--- config.mk ---
export PLATFORM = sky130hd
export DESIGN_NAME = dmem_port_arbiter_flat
export DESIGN_NICKNAME = d
export VERILOG_FILES = /design/src/rtl/dmem_port_arbiter_pkg.sv /design/src/rtl/dmem_port_arbiter_if.sv /design/src/rtl/dmem_port_arbiter_rd_tag_pipe.sv /design/src/rtl/dmem_port_arbiter.sv /design/src/flat_wrapper.sv
export SDC_FILE = /design/constraint.sdc
export NUM_CORES = 1
export LEC_CHECK = 0
export ABC_AREA = 1
export BUFFER_PORTS_ARGS = -buffer_cell sky130_fd_sc_hd__buf_2
export CAP_MARGIN = 20
export CORE_MARGIN = 2
export CORE_UTILIZATION = 33
export DETAILED_ROUTE_END_ITERATION = 10
export PLACE_DENSITY = 0.61
export SLEW_MARGIN = 20
export SYNTH_ARGS = -nofsm -noshare
export SYNTH_HDL_FRONTEND = slang
export SYNTH_SLANG_ARGS = --single-unit
--- constraint.sdc ---
create_clock -name clk -period 1.6 [get_ports clk]
set_input_delay 0.24 -clock clk [delete_from_list [all_inputs] [get_ports clk]]
set_output_delay 0.24 -clock clk [all_outputs]
set_load 0.01 [all_outputs]
--- src/rtl/dmem_port_arbiter_pkg.sv ---
// Shared types and constants for the data-memory port arbiter.
package dmem_arb_pkg;

   localparam int unsigned CNT_W  = 16;
   localparam int unsigned DEF_AW = 8;
   localparam int unsigned DEF_DW = 32;

   typedef enum logic {
      IDLE   = 1'b0,
      SECOND = 1'b1
   } arb_state_t;

   // One memory access at the default bus widths.
   typedef struct packed {
      logic              we;
      logic [DEF_AW-1:0] addr;
      logic [DEF_DW-1:0] wdata;
   } mem_req_t;

   // In-flight read marker: slot 0 = older, slot 1 = younger.
   // zero forces the returned data to 0 when the access was suppressed.
   typedef struct packed {
      logic valid;
      logic slot;
      logic zero;
   } rd_tag_t;

endpackage

--- src/rtl/dmem_port_arbiter_if.sv ---
// Slot request / memory port bundle for dmem_port_arbiter.
// Optional macro: MEM_BOUND_CHECK_EN adds the bound_err signal.
interface dmem_port_arbiter_if
   import dmem_arb_pkg::*;
#(
   parameter int unsigned AW = 8,
   parameter int unsigned DW = 32
);
   logic             req0;
   logic             req1;
   logic             we0;
   logic             we1;
   logic [AW-1:0]    addr0;
   logic [AW-1:0]    addr1;
   logic [DW-1:0]    wdata0;
   logic [DW-1:0]    wdata1;
   logic             stall;
   logic [AW-1:0]    mem_addr;
   logic [DW-1:0]    mem_data;
   logic             mem_rden;
   logic             mem_wren;
   logic [DW-1:0]    mem_q;
   logic             rvalid0;
   logic             rvalid1;
   logic [DW-1:0]    rdata0;
   logic [DW-1:0]    rdata1;
   logic [CNT_W-1:0] conflict_cnt;
`ifdef MEM_BOUND_CHECK_EN
   logic             bound_err;
`endif

   // Arbiter side.
   modport master (
`ifdef MEM_BOUND_CHECK_EN
      output bound_err,
`endif
      input  req0, req1, we0, we1, addr0, addr1, wdata0, wdata1, mem_q,
      output stall, mem_addr, mem_data, mem_rden, mem_wren,
      output rvalid0, rvalid1, rdata0, rdata1, conflict_cnt
   );

   // Core / memory side.
   modport slave (
`ifdef MEM_BOUND_CHECK_EN
      input  bound_err,
`endif
      output req0, req1, we0, we1, addr0, addr1, wdata0, wdata1, mem_q,
      input  stall, mem_addr, mem_data, mem_rden, mem_wren,
      input  rvalid0, rvalid1, rdata0, rdata1, conflict_cnt
   );

endinterface

--- src/rtl/dmem_port_arbiter_rd_tag_pipe.sv ---
// Fixed-depth shift register carrying read tags until mem_q is valid.
module rd_tag_pipe
   import dmem_arb_pkg::*;
#(
   parameter int unsigned DEPTH = 1
)(
   input  logic    i_clk,
   input  logic    i_rst_n,
   input  rd_tag_t i_tag,
   output rd_tag_t o_tag
);
   rd_tag_t r_stage [DEPTH];

   // Shift one stage per cycle; reset drops every in-flight tag.
   always_ff @(posedge i_clk or negedge i_rst_n) begin
      if (!i_rst_n) begin
         r_stage <= '{default: '0};
      end else begin
         r_stage[0] <= i_tag;
         for (int unsigned k = 1; k < DEPTH; k++) begin
            r_stage[k] <= r_stage[k-1];
         end
      end
   end

   assign o_tag = r_stage[DEPTH-1];

endmodule

--- src/rtl/dmem_port_arbiter.sv ---
// Serialises the two issue slots onto one data-memory port in program
// order, stalls the front end for the extra cycle, steers read data back.
// Optional macro: MEM_BOUND_CHECK_EN suppresses accesses at or above
// MEM_DEPTH and reports them on bound_err.
module dmem_port_arbiter
   import dmem_arb_pkg::*;
#(
   parameter int unsigned AW        = 8,
   parameter int unsigned DW        = 32,
   parameter int unsigned RD_LAT    = 1,
   parameter int unsigned MEM_DEPTH = 256
)(
   input logic                 clk,
   input logic                 reset,
   dmem_port_arbiter_if.master io_bus
);
   typedef struct packed {
      logic          we;
      logic [AW-1:0] addr;
      logic [DW-1:0] wdata;
   } hold_t;

   // Out-of-range configurations elaborate this empty scope only.
   if (RD_LAT == 0 || RD_LAT > 4 || MEM_DEPTH == 0) begin : g_illegal_cfg
   end

   arb_state_t       r_state;
   arb_state_t       w_state_nxt;
   hold_t            r_hold;
   logic [CNT_W-1:0] r_conflict_cnt;
   logic             r_rvalid0;
   logic             r_rvalid1;
   logic [DW-1:0]    r_rdata0;
   logic [DW-1:0]    r_rdata1;

   logic             w_issue;
   logic             w_issue_we;
   logic             w_issue_slot;
   logic [AW-1:0]    w_issue_addr;
   logic [DW-1:0]    w_issue_data;
   logic             w_stall;
   logic             w_capture;
   logic             w_oob;
   rd_tag_t          w_tag_in;
   rd_tag_t          w_tag_out;
   logic [DW-1:0]    w_rd_val;

   // Next-state and issue selection; everything is gated off while in reset.
   always_comb begin
      w_state_nxt  = r_state;
      w_issue      = 1'b0;
      w_issue_we   = 1'b0;
      w_issue_slot = 1'b0;
      w_issue_addr = '0;
      w_issue_data = '0;
      w_stall      = 1'b0;
      w_capture    = 1'b0;
      if (reset) begin
         unique case (r_state)
            IDLE: begin
               if (io_bus.req0) begin
                  w_issue      = 1'b1;
                  w_issue_we   = io_bus.we0;
                  w_issue_addr = io_bus.addr0;
                  w_issue_data = io_bus.wdata0;
                  if (io_bus.req1) begin
                     w_stall     = 1'b1;
                     w_capture   = 1'b1;
                     w_state_nxt = SECOND;
                  end
               end else if (io_bus.req1) begin
                  w_issue      = 1'b1;
                  w_issue_we   = io_bus.we1;
                  w_issue_slot = 1'b1;
                  w_issue_addr = io_bus.addr1;
                  w_issue_data = io_bus.wdata1;
               end
            end
            SECOND: begin
               w_issue      = 1'b1;
               w_issue_we   = r_hold.we;
               w_issue_slot = 1'b1;
               w_issue_addr = r_hold.addr;
               w_issue_data = r_hold.wdata;
               w_state_nxt  = IDLE;
            end
            default: w_state_nxt = IDLE;
         endcase
      end
   end

`ifdef MEM_BOUND_CHECK_EN
   logic r_bound_err;

   assign w_oob = w_issue && (32'(w_issue_addr) >= 32'(MEM_DEPTH));

   // Flag a suppressed access in the cycle after it was issued.
   always_ff @(posedge clk or negedge reset) begin
      if (!reset) r_bound_err <= 1'b0;
      else        r_bound_err <= w_oob;
   end

   assign io_bus.bound_err = r_bound_err;
`else
   assign w_oob = 1'b0;
`endif

   assign io_bus.mem_addr = w_issue_addr;
   assign io_bus.mem_data = w_issue_data;
   assign io_bus.mem_rden = w_issue && !w_issue_we && !w_oob;
   assign io_bus.mem_wren = w_issue && w_issue_we && !w_oob;
   assign io_bus.stall    = w_stall;

   // Suppressed reads still carry a tag so the requester gets a response.
   assign w_tag_in = '{valid: w_issue && !w_issue_we, slot: w_issue_slot, zero: w_oob};

   rd_tag_pipe #(.DEPTH(RD_LAT)) u_rd_tag_pipe (
      .i_clk   (clk),
      .i_rst_n (reset),
      .i_tag   (w_tag_in),
      .o_tag   (w_tag_out)
   );

   assign w_rd_val = w_tag_out.zero ? '0 : io_bus.mem_q;

   // FSM state register.
   always_ff @(posedge clk or negedge reset) begin
      if (!reset) r_state <= IDLE;
      else        r_state <= w_state_nxt;
   end

   // Hold the younger slot's access while the older one uses the port.
   always_ff @(posedge clk or negedge reset) begin
      if (!reset) begin
         r_hold <= '0;
      end else if (w_capture) begin
         r_hold <= '{we: io_bus.we1, addr: io_bus.addr1, wdata: io_bus.wdata1};
      end
   end

   // Saturating count of dual-request cycles.
   always_ff @(posedge clk or negedge reset) begin
      if (!reset) begin
         r_conflict_cnt <= '0;
      end else if (w_capture && (r_conflict_cnt != '1)) begin
         r_conflict_cnt <= r_conflict_cnt + 1'b1;
      end
   end

   // Register the returning read into the owning slot; the other slot holds.
   always_ff @(posedge clk or negedge reset) begin
      if (!reset) begin
         r_rvalid0 <= 1'b0;
         r_rvalid1 <= 1'b0;
         r_rdata0  <= '0;
         r_rdata1  <= '0;
      end else begin
         r_rvalid0 <= w_tag_out.valid && !w_tag_out.slot;
         r_rvalid1 <= w_tag_out.valid && w_tag_out.slot;
         if (w_tag_out.valid && !w_tag_out.slot) r_rdata0 <= w_rd_val;
         if (w_tag_out.valid && w_tag_out.slot)  r_rdata1 <= w_rd_val;
      end
   end

   assign io_bus.rvalid0      = r_rvalid0;
   assign io_bus.rvalid1      = r_rvalid1;
   assign io_bus.rdata0       = r_rdata0;
   assign io_bus.rdata1       = r_rdata1;
   assign io_bus.conflict_cnt = r_conflict_cnt;

endmodule

--- src/flat_wrapper.sv ---
// flat-port wrapper written by rule: the top's interface ports become plain ports
module dmem_port_arbiter_flat import dmem_arb_pkg::*;
#(
   parameter int unsigned AW        = 8,
   parameter int unsigned DW        = 32,
   parameter int unsigned RD_LAT    = 1,
   parameter int unsigned MEM_DEPTH = 256
)
  (clk, reset, io_bus_req0, io_bus_req1, io_bus_we0, io_bus_we1, io_bus_addr0, io_bus_addr1, io_bus_wdata0, io_bus_wdata1, io_bus_mem_q, io_bus_stall, io_bus_mem_addr, io_bus_mem_data, io_bus_mem_rden, io_bus_mem_wren, io_bus_rvalid0, io_bus_rvalid1, io_bus_rdata0, io_bus_rdata1, io_bus_conflict_cnt);
  dmem_port_arbiter_if #(.AW(AW), .DW(DW)) io_bus_i ();
  input logic clk;
  input logic reset;
  input wire logic [$bits(io_bus_i.req0)-1:0] io_bus_req0;
  input wire logic [$bits(io_bus_i.req1)-1:0] io_bus_req1;
  input wire logic [$bits(io_bus_i.we0)-1:0] io_bus_we0;
  input wire logic [$bits(io_bus_i.we1)-1:0] io_bus_we1;
  input wire logic [$bits(io_bus_i.addr0)-1:0] io_bus_addr0;
  input wire logic [$bits(io_bus_i.addr1)-1:0] io_bus_addr1;
  input wire logic [$bits(io_bus_i.wdata0)-1:0] io_bus_wdata0;
  input wire logic [$bits(io_bus_i.wdata1)-1:0] io_bus_wdata1;
  input wire logic [$bits(io_bus_i.mem_q)-1:0] io_bus_mem_q;
  output wire logic [$bits(io_bus_i.stall)-1:0] io_bus_stall;
  output wire logic [$bits(io_bus_i.mem_addr)-1:0] io_bus_mem_addr;
  output wire logic [$bits(io_bus_i.mem_data)-1:0] io_bus_mem_data;
  output wire logic [$bits(io_bus_i.mem_rden)-1:0] io_bus_mem_rden;
  output wire logic [$bits(io_bus_i.mem_wren)-1:0] io_bus_mem_wren;
  output wire logic [$bits(io_bus_i.rvalid0)-1:0] io_bus_rvalid0;
  output wire logic [$bits(io_bus_i.rvalid1)-1:0] io_bus_rvalid1;
  output wire logic [$bits(io_bus_i.rdata0)-1:0] io_bus_rdata0;
  output wire logic [$bits(io_bus_i.rdata1)-1:0] io_bus_rdata1;
  output wire logic [$bits(io_bus_i.conflict_cnt)-1:0] io_bus_conflict_cnt;
  assign io_bus_i.req0 = io_bus_req0;
  assign io_bus_i.req1 = io_bus_req1;
  assign io_bus_i.we0 = io_bus_we0;
  assign io_bus_i.we1 = io_bus_we1;
  assign io_bus_i.addr0 = io_bus_addr0;
  assign io_bus_i.addr1 = io_bus_addr1;
  assign io_bus_i.wdata0 = io_bus_wdata0;
  assign io_bus_i.wdata1 = io_bus_wdata1;
  assign io_bus_i.mem_q = io_bus_mem_q;
  assign io_bus_stall = io_bus_i.stall;
  assign io_bus_mem_addr = io_bus_i.mem_addr;
  assign io_bus_mem_data = io_bus_i.mem_data;
  assign io_bus_mem_rden = io_bus_i.mem_rden;
  assign io_bus_mem_wren = io_bus_i.mem_wren;
  assign io_bus_rvalid0 = io_bus_i.rvalid0;
  assign io_bus_rvalid1 = io_bus_i.rvalid1;
  assign io_bus_rdata0 = io_bus_i.rdata0;
  assign io_bus_rdata1 = io_bus_i.rdata1;
  assign io_bus_conflict_cnt = io_bus_i.conflict_cnt;
  dmem_port_arbiter #(.AW(AW), .DW(DW), .RD_LAT(RD_LAT), .MEM_DEPTH(MEM_DEPTH)) u_core (.clk(clk), .reset(reset), .io_bus(io_bus_i));
endmodule
Word-level counts from Yosys, hierarchy flattened. Cells that the tools add are included.

ROM bits: 0. Input bits: 118. Logic and storage cells: 44. Bits in latches: 0. Flip-flop bits (word level): 126. Bits in writable memories: 0. Output and inout port bits: 125. Memories kept: 0.

Bitwise logic cells: 1. Reduce and logical (&&, ||, !) cells: 7. $mul: 0. Div/mod/pow operators: 0. Multiplexer cells: 23. Equal/unequal tests: 1. Shift operators: 0. $add $sub $neg: 1. Magnitude comparators: 0.

Operator list (number): 32-bit two-way mux (3); 32-bit one-hot mux with 2 select lines (1); 8-bit two-way mux (3); 16-bit by 1-bit adder with 16-bit output, second input constant (1); 16-bit != test, second input constant (1); 8-bit one-hot mux with 2 select lines (1); 1-bit two-way mux (11); 1-bit one-hot mux with 2 select lines (4); 1-bit logical AND (5); 1-bit logical NOT (2); 1-bit NOT (1).

Depth between registers and ports, before layout.
Word-level depth: 6. Mapped depth: 9. Gate-level depth less buffers: 9.

Hierarchy. A second synthesis with hierarchy kept.

Cells, all modules: 797. Area, all modules: 6324.8 um^2.

By module, submodules not included: dmem_port_arbiter (area an instance 6249.7 um^2, cells an instance 794, times used 1, sequential area each 3103.0 um^2); rd_tag_pipe (area an instance 75.1 um^2, cells an instance 3, times used 1, sequential area each 75.1 um^2).

Worst setup path after synthesis. No wires, ideal clock.

Kind: reg2reg. Start: reg u_core.r_conflict_cnt[0], in the netlist u_core.io_bus.conflict_cnt[0]. End: reg u_core.r_conflict_cnt[4], in the netlist u_core.io_bus.conflict_cnt[4]. Library setup time: 118 ps. Clock period less this slack: 1536 ps. Arrival time: 1418 ps. Slack: 64 ps. Cell stages (with the launch flop): 10. Buffers on the path: 1. Data required time: 1482 ps. Cell sequence: dfrtp_1 ha_1 nand3_2 clkinv_2 nand2_4 nor2_4 nor2_4 buf_6 nand2_1 o21ai_2.

Longest elaborated chain between the ends: 2. Elaborated cells on any way between the ends: 3. Classes of those cells: 1 x add/sub; 1 x eq/ne; 1 x reduce/logical.

Ends and longest elaborated chain: from (decl) (RTL line dmem_port_arbiter.sv:30) `logic [CNT_W-1:0] r_conflict_cnt;`; from (signal assigned) (RTL line dmem_port_arbiter.sv:146) `r_conflict_cnt <= r_conflict_cnt + 1'b1;`; branches (longest 2 deep; another with 16-bit by 1-bit adder with 16-bit output).

Parallel ways; which one is timed is not known. A chain may end at the register's enable or synchronous reset.

Worst setup path after layout.
Start: reg u_core.r_state. End: out io_bus_mem_data[3].

Longest elaborated chain between the ends: 3.

Ends and longest elaborated chain: from (decl) (RTL line dmem_port_arbiter.sv:27) `arb_state_t r_state;`; from (signal assigned) (RTL line dmem_port_arbiter.sv:129) `else r_state <= w_state_nxt;`; 1-bit NOT (RTL line dmem_port_arbiter.sv:59) `unique case (r_state)`; 32-bit one-hot mux with 2 select lines (*) (RTL line dmem_port_arbiter.sv:59); 32-bit two-way mux (*) (RTL line dmem_port_arbiter.sv:58) `if (reset) begin`; to (decl) (RTL line flat_wrapper.sv:24) `output wire logic [$bits(io_bus_i.mem_data)-1:0] io_bus_mem_data;`.

Mark *: on every way between the ends. The rest lies on a longest branch, timed or not.

==> Implementation_results.wiki <==
{| class="wikitable"
! Metric !! Value
|-
| Run status || finished with violations
|-
| Violated checks || hold timing, setup timing
|-
| DP HPWL || 12,500 µm
|-
| Peak ir drop on the vdd network || between 0.7 and 0.8 mV
|-
| Internal cell power || 7.62 mW
|-
| Transition time at the pin with the least slew margin || between 0.6 and 0.7 ns
|-
| Count of buffers from port buffering || 242
|-
| Highest net fanout along the worst path || 5
|-
| Net count reported at finish || around 1.2k
|-
| Placed instance area || 7690 µm²
|-
| Number of pins with negative max-slew slack in the final report || 0
|-
| Unrepaired setup endpoints after global routing || true
|-
| Worst R2R Setup Slack || approximately 0.060 ns
|-
| Layout cell share with drive strength beyond 1 || roughly a third
|-
| Cell type contributing the most total cell area after synthesis || dfrtp_1
|-
| Setup clock skew after layout || roughly 0.0041 ns
|-
| X dimension of the die || 139 µm
|-
| Number of cell rows || slightly below 50
|-
| Slowest-stage cell, CP || dfrtp_2
|-
| Buffers from clock root to sink, at most || 2
|-
| Final period utilization || 117%
|-
| Clk pwr share || 35.8%
|-
| Final core utilization || between 40% and 50%
|-
| Wire length of the first global-routing pass || roughly 29,000 µm
|-
| Endpoint type of the worst setup path || primary output
|-
| Area delta synth->final || 46.5%
|-
| Leak || ~4.7 nW
|-
| Root buffer selected by CTS || clkbuf_16
|-
| Diode insertion count for antenna repair || 0
|-
| Power density over the cells || approximately 1200 nW/µm²
|-
| Sequential cell fraction of total power || about two fifths
|-
| Drt wl/cell || 14.8 µm
|-
| Nature of the critical path startpoint || flop
|-
| Library cell with the highest instance count after synthesis || nand2_1
|-
| Routed Antenna Nets || 0
|-
| Warning count from the yosys run || 0
|-
| Clock tree from TritonCTS || built
|-
| Switching power summed over all nets || around 3.3 mW
|-
| Antenna violations before repair || 1
|-
| Synthesized area divided by synthesized cell count || roughly 7.8 µm²
|-
| Min Clock Period, post-route || between 1.5 and 2 ns
|-
| Worst path top cell family by delay || buffers and inverters
|-
| Maximum number of pins on one net before global-route repair || 77
|-
| Power share of the combinational group || ~25%
|-
| Flip-flop and latch count after synthesis || 126
|-
| Iteration-0 DRC count of the detailed router || between 300 and 400
|-
| Area share of the leading cell type in the synthesized netlist || 52.6%
|-
| Req. time, crit path || between 1 and 1.5 ns
|-
| Final Hold Vio Count || 82
|-
| Total Negative Setup Slacks || -9.92 ns
|-
| Worst Hold Class || in2async
|-
| Post-synthesis async set-or-reset flop share || 100%
|-
| Clock insertion delay at the later pin of the skew report || ~0.4 ns
|-
| Num CTS Buffers || 17
|-
| Data arrival time at the worst-slack endpoint || 1.63 ns
|-
| Number of max-cap violations || 0
|-
| Synthesized netlist cell count || 765
|-
| I/O Pins || between 200 and 250
|-
| Buffers and inverters on the worst path || 4
|-
| Number of enable flip-flop cells after synthesis || 0
|-
| Initial Util || around a third
|-
| Startpoint of the lowest-slack register-to-register path || u_core.r_state
|-
| Clock net sink count || about 130
|-
| DRT Pass-1 Iters || 5
|-
| Vias/cell || slightly below 5
|-
| Post-detailed-route DRC marker count || 0
|-
| Setup ws final || -0.275 ns
|-
| Total number of vias || roughly 6.1k
|-
| Critical path launch point || u_core.r_state
|-
| Net switching fraction of the power || about 30%
|-
| Number of global-route vias before repair || approximately 5.7k
|-
| Global router's overall resource usage || a little under a fifth
|-
| Dominant cells by area after synthesis || dfrtp_1 (53%), nand2_1 (20%), o21ai_0 (5.7%)
|-
| Setup Viol. Count Final || between 40 and 50
|-
| Endpoint of the worst-slack reg-to-reg timing path || u_core.io_bus.conflict_cnt[10]
|-
| Filler Cell Count || ~1.8k
|-
| Height of the die || approximately 140 µm
|-
| Count of cell instances traversed by the critical path || 7
|-
| Synthesized Nets || 884
|-
| Logic depth of the worst register-to-register path || 10
|-
| Total length of routed wires || 18,800 µm
|-
| Final std cell area, no fill || 8780 µm²
|-
| Clock transition at the register clock pins on the worst setup and hold paths after CTS || 0.06 ns
|-
| Delay of the slowest cell on the worst path || roughly 0.43 ns
|-
| Worst relative slew slack || between 50% and 60%
|-
| Die Footprint || roughly 19,000 µm²
|-
| Type of the worst setup path || reg2out
|-
| Synth top cells by count || nand2_1 (324), dfrtp_1 (126), o21ai_0 (68)
|-
| Seq/Total Area, Yosys || 52.6%
|-
| Distinct cell type count of the synthesized netlist || 32
|-
| Core ar. || 17,900 µm²
|-
| Worst Hold Slack || -0.161 ns
|-
| Global placement routability congestion || about 0.80
|-
| Ordered cell list for the critical path || clkinv_4 > nand2_8 > clkinv_8 > clkbuf_16 > nand2_1 > a31oi_2 > buf_2
|-
| Netlist area before placement || ~6000 µm²
|-
| CTS HTree Levels || 4
|-
| Maximum clock frequency || 0.533 GHz
|-
| Grt total ovfl || 0
|-
| Main flop type after synthesis || dfrtp_1
|}
[layout by cell type, fill, tap and decap left out, drive strengths merged]
cell,Yosys,final
buf,17,284
nand4,3,3
nor2,25,25
nand3b,1,1
nand3,51,51
clkinv,3,8
xor2,3,3
and2,2,2
ha,1,1
o211ai,1,1
a21oi,1,1
bufinv,0,3
dfrtp,126,126
inv,57,57
o21ai,74,74
nor3,3,3
a31oi,40,40
nand2,328,328
clkbuf,27,27
xnor2,2,2
clkinvlp,0,4
[per-layer routing]
metal | vias to the layer above | share of wire (%) | track usage (%) | wire, µm
met5 | - | 0.069 | 0 | 13
met4 | 2 | 1.2 | 4.57 | 227
met3 | 21 | 6.1 | 4.73 | 1140
met2 | 236 | 49 | 29.6 | 9160
met1 | 2882 | 44 | 24.4 | 8290
li1 | 2973 | - | - | -
[metrics by stage]
step	setup slack, ns	power (mW)	std cells	hold slack [ns]
after global routing	-0.345	11.6	1273	-0.139
final	-0.275	10.9	1273	-0.161
after CTS	-0.288	10.9	1262	-0.128
after detailed placement	-0.0246	6.89	1226	0.314
after global placement	0.0217	6.84	1226	0.318
after floorplan	0.0636	5.61	765	-0.0556
[flip-flops by register name (all words and copies together) (netlist names)]
register	flops
u_core.io_bus.conflict_cnt	16
u_core.io_bus.rdata0	32
u_core.io_bus.rdata1	32
u_core.io_bus.rvalid0	1
u_core.io_bus.rvalid1	1
u_core.r_hold	41
u_core.r_state	1
u_core.u_rd_tag_pipe.o_tag	2
[layout make-up]
class	instances	area, µm²	area share, %
Clock buffer	21	460	5.25
Clock inverter	11	140	1.60
Inverter	60	249	2.84
Multi-Input combinational cell	535	2530	28.9
Sequential cell	126	3150	35.9
Tap cell	229	287	3.26
Timing Repair Buffer	290	1940	22.2
Timing Repair inverter	1	8.76	0.0998
[cells by family after synthesis]
family / Yosys count / share of synthesized area, %
AO/OA/AOI/OAI: 116 / 10.8
flip-flops: 126 / 52.6
AND/OR/NAND/NOR: 413 / 28.4
adder cells (fa/ha/maj): 1 / 0.209
buffers and inverters: 104 / 7.17
XOR/XNOR: 5 / 0.731
[power groups by stage]
| stage | registers (mW) | logic, mW | clock network [mW] |
|---|---|---|---|
| finish | 4.35 | 2.68 | 3.91 |
| global route | 4.45 | 3.00 | 4.16 |
| CTS | 4.35 | 2.56 | 4.01 |
| detailed placement | 4.38 | 2.51 | 0 |
| global placement | 4.37 | 2.48 | 0 |
| floorplan | 4.60 | 1.01 | 0 |
[repair_timing]
action	CTS	global route
endpoints found under the setup margin	43	90
pin swaps	17	27
endpoints found under the hold margin	74	74
resized for setup	21	34
gates cloned	1	10
buffers inserted	3	1
[worst max path at each step]
stage	endpoint	slack, ns
after floorplan	u_core.io_bus.conflict_cnt[4]	0.06
after global routing	io_bus_mem_data[1]	-0.34
after detailed placement	io_bus_mem_addr[1]	-0.02
after global placement	io_bus_mem_addr[1]	0.02
after CTS	io_bus_mem_data[3]	-0.29
final	io_bus_mem_data[3]	-0.27
Note: power is estimated with default switching activity, not from simulation.
